`src/rtl/quad_enc_pkg.sv`:
```
// Shared definitions for the quadrature encoder array: phase encodings,
// step direction codes, parameter bounds and the step classifier.
package quad_enc_pkg;

    // {A,B} phase encodings along the forward sequence 00 -> 10 -> 11 -> 01
    localparam logic [1:0] ST_00 = 2'b00;
    localparam logic [1:0] ST_10 = 2'b10;
    localparam logic [1:0] ST_11 = 2'b11;
    localparam logic [1:0] ST_01 = 2'b01;

    typedef enum logic [1:0] {
        DIR_NONE = 2'b00,
        DIR_INC  = 2'b01,
        DIR_DEC  = 2'b10,
        DIR_ILL  = 2'b11
    } dir_e;

    localparam int N_CH_MIN     = 1;
    localparam int N_CH_MAX     = 32;
    localparam int CNT_W_MIN    = 4;
    localparam int CNT_W_MAX    = 32;
    localparam int FILT_LEN_MIN = 1;
    localparam int FILT_LEN_MAX = 15;

    function automatic dir_e decode_step(input logic [1:0] prev, input logic [1:0] cur);
        dir_e d;
        d = DIR_NONE;
        if ((prev ^ cur) == 2'b11) begin
            d = DIR_ILL;
        end else if ((prev == ST_00 && cur == ST_10) || (prev == ST_10 && cur == ST_11) ||
                     (prev == ST_11 && cur == ST_01) || (prev == ST_01 && cur == ST_00)) begin
            d = DIR_INC;
        end else if ((prev == ST_10 && cur == ST_00) || (prev == ST_11 && cur == ST_10) ||
                     (prev == ST_01 && cur == ST_11) || (prev == ST_00 && cur == ST_01)) begin
            d = DIR_DEC;
        end
        return d;
    endfunction

endpackage

```
`src/rtl/quad_decoder.sv`:
```
// One encoder channel: 2-flop synchroniser, run-length glitch filter per phase,
// x4 quadrature decoder, wrapping position counter and sticky error flag.
module quad_decoder
    import quad_enc_pkg::*;
#(
    parameter int CNT_W    = 16,
    parameter int FILT_LEN = 3
) (
    input  logic             clk_i,
    input  logic             rst_ni,
    input  logic             enc_a_i,
    input  logic             enc_b_i,
    input  logic             clr_i,
    input  logic             err_clr_i,
    output logic [CNT_W-1:0] cnt_next_o,
    output logic             err_o
);

    localparam logic [3:0] RUN_LAST = 4'(FILT_LEN - 1);

    // Bit 1 = phase A, bit 0 = phase B throughout.
    logic [1:0]       sync1_q, sync2_q, fill_q;
    logic [1:0]       filt_q, filt_d;
    logic [1:0]       fvalid_q, fvalid_d;
    logic [1:0][3:0]  run_q, run_d;
    logic [1:0]       prev_q, prev_d;
    logic             primed_q, primed_d;
    logic [CNT_W-1:0] cnt_q, cnt_d;
    logic             err_q, err_d;
    dir_e             dir;

    // Until a phase has a valid level, filt_q acts as the candidate level and
    // the run counts how long the synchronised input has agreed with it.
    always_comb begin
        filt_d   = filt_q;
        fvalid_d = fvalid_q;
        run_d    = run_q;
        if (fill_q[1]) begin
            for (int p = 0; p < 2; p++) begin
                if (sync2_q[p] != filt_q[p]) begin
                    if (!fvalid_q[p] || run_q[p] == RUN_LAST) begin
                        filt_d[p] = sync2_q[p];
                        run_d[p]  = '0;
                    end else begin
                        run_d[p] = run_q[p] + 4'd1;
                    end
                end else if (!fvalid_q[p]) begin
                    if (run_q[p] == RUN_LAST) begin
                        fvalid_d[p] = 1'b1;
                        run_d[p]    = '0;
                    end else begin
                        run_d[p] = run_q[p] + 4'd1;
                    end
                end else begin
                    run_d[p] = '0;
                end
            end
        end
    end

    always_comb begin
        dir      = decode_step(prev_q, filt_q);
        prev_d   = prev_q;
        primed_d = primed_q;
        cnt_d    = cnt_q;
        err_d    = err_q & ~err_clr_i;
        if (!primed_q) begin
            if (&fvalid_q) begin
                prev_d   = filt_q;
                primed_d = 1'b1;
            end
        end else begin
            prev_d = filt_q;
            case (dir)
                DIR_INC:  cnt_d = cnt_q + CNT_W'(1);
                DIR_DEC:  cnt_d = cnt_q - CNT_W'(1);
                DIR_ILL:  err_d = 1'b1;
                default:  cnt_d = cnt_q;
            endcase
        end
        if (clr_i) begin
            cnt_d = '0;
        end
    end

    always_ff @(posedge clk_i) begin
        if (!rst_ni) begin
            sync1_q  <= '0;
            sync2_q  <= '0;
            fill_q   <= '0;
            filt_q   <= '0;
            fvalid_q <= '0;
            run_q    <= '0;
            prev_q   <= '0;
            primed_q <= 1'b0;
            cnt_q    <= '0;
            err_q    <= 1'b0;
        end else begin
            sync1_q  <= {enc_a_i, enc_b_i};
            sync2_q  <= sync1_q;
            fill_q   <= {fill_q[0], 1'b1};
            filt_q   <= filt_d;
            fvalid_q <= fvalid_d;
            run_q    <= run_d;
            prev_q   <= prev_d;
            primed_q <= primed_d;
            cnt_q    <= cnt_d;
            err_q    <= err_d;
        end
    end

    assign cnt_next_o = cnt_d;
    assign err_o      = err_q;

endmodule

```
`src/rtl/quad_encoder_array.sv`:
```
// Array of quadrature decoders with a shared snapshot register; SNAP captures
// every channel's next-state count and SNAP_VALID marks the new capture.
module quad_encoder_array
    import quad_enc_pkg::*;
#(
    parameter int N_CH     = 12,
    parameter int CNT_W    = 16,
    parameter int FILT_LEN = 3
) (
    input  logic                  CLK,
    input  logic                  RST_N,
    input  logic [N_CH-1:0]       ENC_A,
    input  logic [N_CH-1:0]       ENC_B,
    input  logic [N_CH-1:0]       CLR,
    input  logic                  SNAP,
    input  logic                  ERR_CLR,
    output logic [N_CH*CNT_W-1:0] COUNT,
    output logic                  SNAP_VALID,
    output logic [N_CH-1:0]       ERR
);

    if (N_CH < N_CH_MIN || N_CH > N_CH_MAX || CNT_W < CNT_W_MIN || CNT_W > CNT_W_MAX ||
        FILT_LEN < FILT_LEN_MIN || FILT_LEN > FILT_LEN_MAX) begin : g_bad_param
        $error("quad_encoder_array: parameter out of legal range");
    end

    logic [N_CH*CNT_W-1:0] cnt_next;
    logic [N_CH*CNT_W-1:0] count_q, count_d;
    logic                  snap_valid_q, snap_valid_d;

    for (genvar gi = 0; gi < N_CH; gi++) begin : g_ch
        quad_decoder #(
            .CNT_W    (CNT_W),
            .FILT_LEN (FILT_LEN)
        ) u_dec (
            .clk_i      (CLK),
            .rst_ni     (RST_N),
            .enc_a_i    (ENC_A[gi]),
            .enc_b_i    (ENC_B[gi]),
            .clr_i      (CLR[gi]),
            .err_clr_i  (ERR_CLR),
            .cnt_next_o (cnt_next[gi*CNT_W +: CNT_W]),
            .err_o      (ERR[gi])
        );
    end

    always_comb begin
        count_d      = count_q;
        snap_valid_d = SNAP;
        if (SNAP) begin
            count_d = cnt_next;
        end
    end

    always_ff @(posedge CLK) begin
        if (!RST_N) begin
            count_q      <= '0;
            snap_valid_q <= 1'b0;
        end else begin
            count_q      <= count_d;
            snap_valid_q <= snap_valid_d;
        end
    end

    assign COUNT      = count_q;
    assign SNAP_VALID = snap_valid_q;

endmodule

```
`config.mk`:
```
export PLATFORM = sky130hd
export DESIGN_NAME = quad_encoder_array
export DESIGN_NICKNAME = d
export VERILOG_FILES = /design/src/rtl/quad_enc_pkg.sv /design/src/rtl/quad_decoder.sv /design/src/rtl/quad_encoder_array.sv
export SDC_FILE = /design/constraint.sdc
export NUM_CORES = 2
export LEC_CHECK = 0
export BUFFER_PORTS_ARGS = -buffer_cell sky130_fd_sc_hd__buf_2
export CAP_MARGIN = 20
export CORE_MARGIN = 2
export CORE_UTILIZATION = 57
export CTS_CLUSTER_SIZE = 28
export DETAILED_ROUTE_END_ITERATION = 7
export HOLD_SLACK_MARGIN = 0.03
export PLACE_DENSITY = 0.78
export SYNTH_ARGS = -nofsm -noshare
export SYNTH_HDL_FRONTEND = slang
export SYNTH_HIERARCHICAL = 1
export SYNTH_SLANG_ARGS = --single-unit
```
`constraint.sdc`:
```
create_clock -name CLK -period 3.64 [get_ports CLK]
set_clock_uncertainty 0.1 [all_clocks]
set_input_delay 0.728 -clock CLK [delete_from_list [all_inputs] [get_ports CLK]]
set_output_delay 0.728 -clock CLK [all_outputs]
set_load 0.005 [all_outputs]
```
==> run metrics <==
synth warn 6; grt ovf 0; EDFF count, synth 0; Req. time, crit path 4070 ps; syn_nets between 5000 and 6000; Clk Latency, worst-skew pair 640 ps; Worst Path Arrival 3860 ps; largest net degree at the start of global routing 118; fin. max-slew vios 0; Power per Cell Area 344 mW/mm2; io pins 245; row cnt 100; leakage power ~17 nW; Hold Path Class input pin to flop; Initial DRC Count about 2900; Final Critical Period ~3400 ps; post-synthesis cell count 5281; Synth area leader dfxtp_1; top-area cell type share of the netlist area just over 30%; Max Freq roughly 0.29 GHz; measured slew at the worst slew-check pin around 870 ps; Initial Util between 50% and 60%; Clock Path Buffers 3; Top FF cell, synth dfxtp_1; PortBufs 244; routability cong. 0.953; Synth cell types 98; CTS Sinks 649; Cell Area, Synth 0.0429 mm2; final-report hold violation count 0; Fill cells about 6400; Post-DP HPWL just over 70000 um; critical path type flop to flop; CTS Hold Buffers Added 0; Final setup viols 0; vias in the first global route about 35000; hold_ws 197 ps; Crit. End Element flop; max_cap viols 0; post-route ant nets 0; PnR worst setup slack 202 ps; number of buffers created by CTS 73; CP startpoint kind flop; first-pass GRT wire length 170000 um; pre-CTS setup slack 93.9 ps; All-Layer GR Usage 25.4%; vias 37841; critical path fanouts, max 7; Via density 6.01; DP Cell Count 6157; Synth Register Bits 649; overall power 16.1 mW; syn_area_per_cell 8.13 um2; CORE AREA 0.0744 mm2; async set or reset register ratio after synthesis 0%; nets 5395; layout cells sized above 1 12.4%; Slew headroom 42.2%; drt wl/cell approximately 16 um; DIE HEIGHT between 200 and 300 um; count leader, synth dfxtp_1; commonest cells in the netlist dfxtp_1 (649), nor2_1 (508), nor2b_1 (415); chip width roughly 280 um; status finished, final reports clean; Routed WL 103000 um; htree depth 3; CTS root buf clkbuf_16; VDD IR max 351 uV; Area Growth Syn to Fin 9.21%; Pre-antenna DRT Iters 6; ranking of synthesized cells by area dfxtp_1 (30%), mux2i_1 (6.9%), nor2b_1 (6.0%), nor2_1 (4.4%), o21ai_0 (3.2%); initial antenna violation count 3; CTS clock-pin slew for the worst setup and hold paths 60 ps; die area between 0.07 and 0.08 mm2; DRC violations left 0; register area share after synthesis 30.3%; Finished Layout Cells 6293; CTS tree built; Tcrit/Tclk final 94.5%
metrics by stage:
step,area [um2],TNS (ps),util (%)
5_1_grt,46900,-60.4,63.0
6_report,46900,0,63.0
2_1_floorplan,43300,0,-
4_1_cts,46700,0,62.7
3_5_place_dp,44100,0,59.2
3_3_place_gp,44100,0,59.2
flip-flops by register name, summed over array words and instances, names as in the netlist:
| name | count |
|---|---|
| g_ch.u_dec/sync1_q | 24 |
| g_ch.u_dec/prev_q | 24 |
| COUNT | 192 |
| g_ch.u_dec/run_q | 96 |
| g_ch.u_dec/primed_q | 12 |
| SNAP_VALID | 1 |
| g_ch.u_dec/sync2_q | 24 |
| g_ch.u_dec/cnt_q | 192 |
| g_ch.u_dec/fill_q | 24 |
| g_ch.u_dec/fvalid_q | 24 |
| g_ch.u_dec/err_o | 12 |
| g_ch.u_dec/filt_q | 24 |
timing repair:
action,CTS,global route
setup endpoints to repair,0,35
resized for setup,0,47
buffers inserted,0,8
metal layers:
metal / GRT usage (%) / routed length, um
met4: 9.74 / 3450
met2: 42.9 / 48800
met5: 0 / 10
met1: 33.0 / 46100
met3: 3.26 / 4990
cell families after synthesis:
kind of cell | share of synthesized area, %
multiplexers | 7.46
AND/OR/NAND/NOR | 28.3
buffers and inverters | 6.78
adder cells (fa/ha/maj) | 2.45
AO/OA/AOI/OAI | 19.3
flip-flops | 30.3
XOR/XNOR | 5.47
placed cells by master, fill, tap and decap left out, types with 91 or more instances in the layout:
master / n
xor2_1: 143
nand2b_1: 91
mux2i_1: 295
xnor2_1: 125
nand3_1: 177
and2_1: 165
nor2_1: 506
nor2b_1: 415
buf_2: 242
buf_4: 123
nand2_1: 320
dfxtp_1: 636
o21ai_0: 253
a21oi_1: 245
worst max-delay path, cell delays in order (launching register included):
cell and delay, ps:
dfxtp_1 470, nor2_1 110, o31ai_1 350, ha_2 320, xor2_1 170, ha_1 200, nor3b_1 200, o21ai_1 120
a21oi_1 250, o211a_1 210, nor3_1 50, nor3b_2 240, mux2_2 360, mux2i_1 120, nor2b_1 60
layout make-up:
class                   count  area, um2  area share, %
diodes                      1       2.50        0.00534
clock buffers              99       2050           4.38
clock inverters            28        546           1.16
inverters                  90        338          0.721
multi-input cells        4079      27400           58.3
flip-flops and latches    649      13000           27.7
well taps                 969       1210           2.59
repair buffers            378       2370           5.05
path summary, 6_finish.rpt:
path / cells past startpoint / to / slack [ps] / startpoint
setup / recovery: 14 / COUNT[14] / 200 / g_ch[0].u_dec/filt_q[0]
hold / removal: 2 / g_ch[0].u_dec/sync1_q[1] / 200 / ENC_A[0]
setup reg to reg: 14 / COUNT[14] / 200 / g_ch[0].u_dec/filt_q[0]
hold reg to reg: 1 / g_ch[11].u_dec/sync2_q[0] / 310 / g_ch[11].u_dec/sync1_q[0]
power breakdown:
group	total (mW)	switching (mW)	internal, mW
clock network	7.92	3.19	4.73
registers	7.29	0.101	7.19
logic	0.906	0.523	0.383
total	16.1	3.81	12.3
Power figures use the tool's default switching activity.
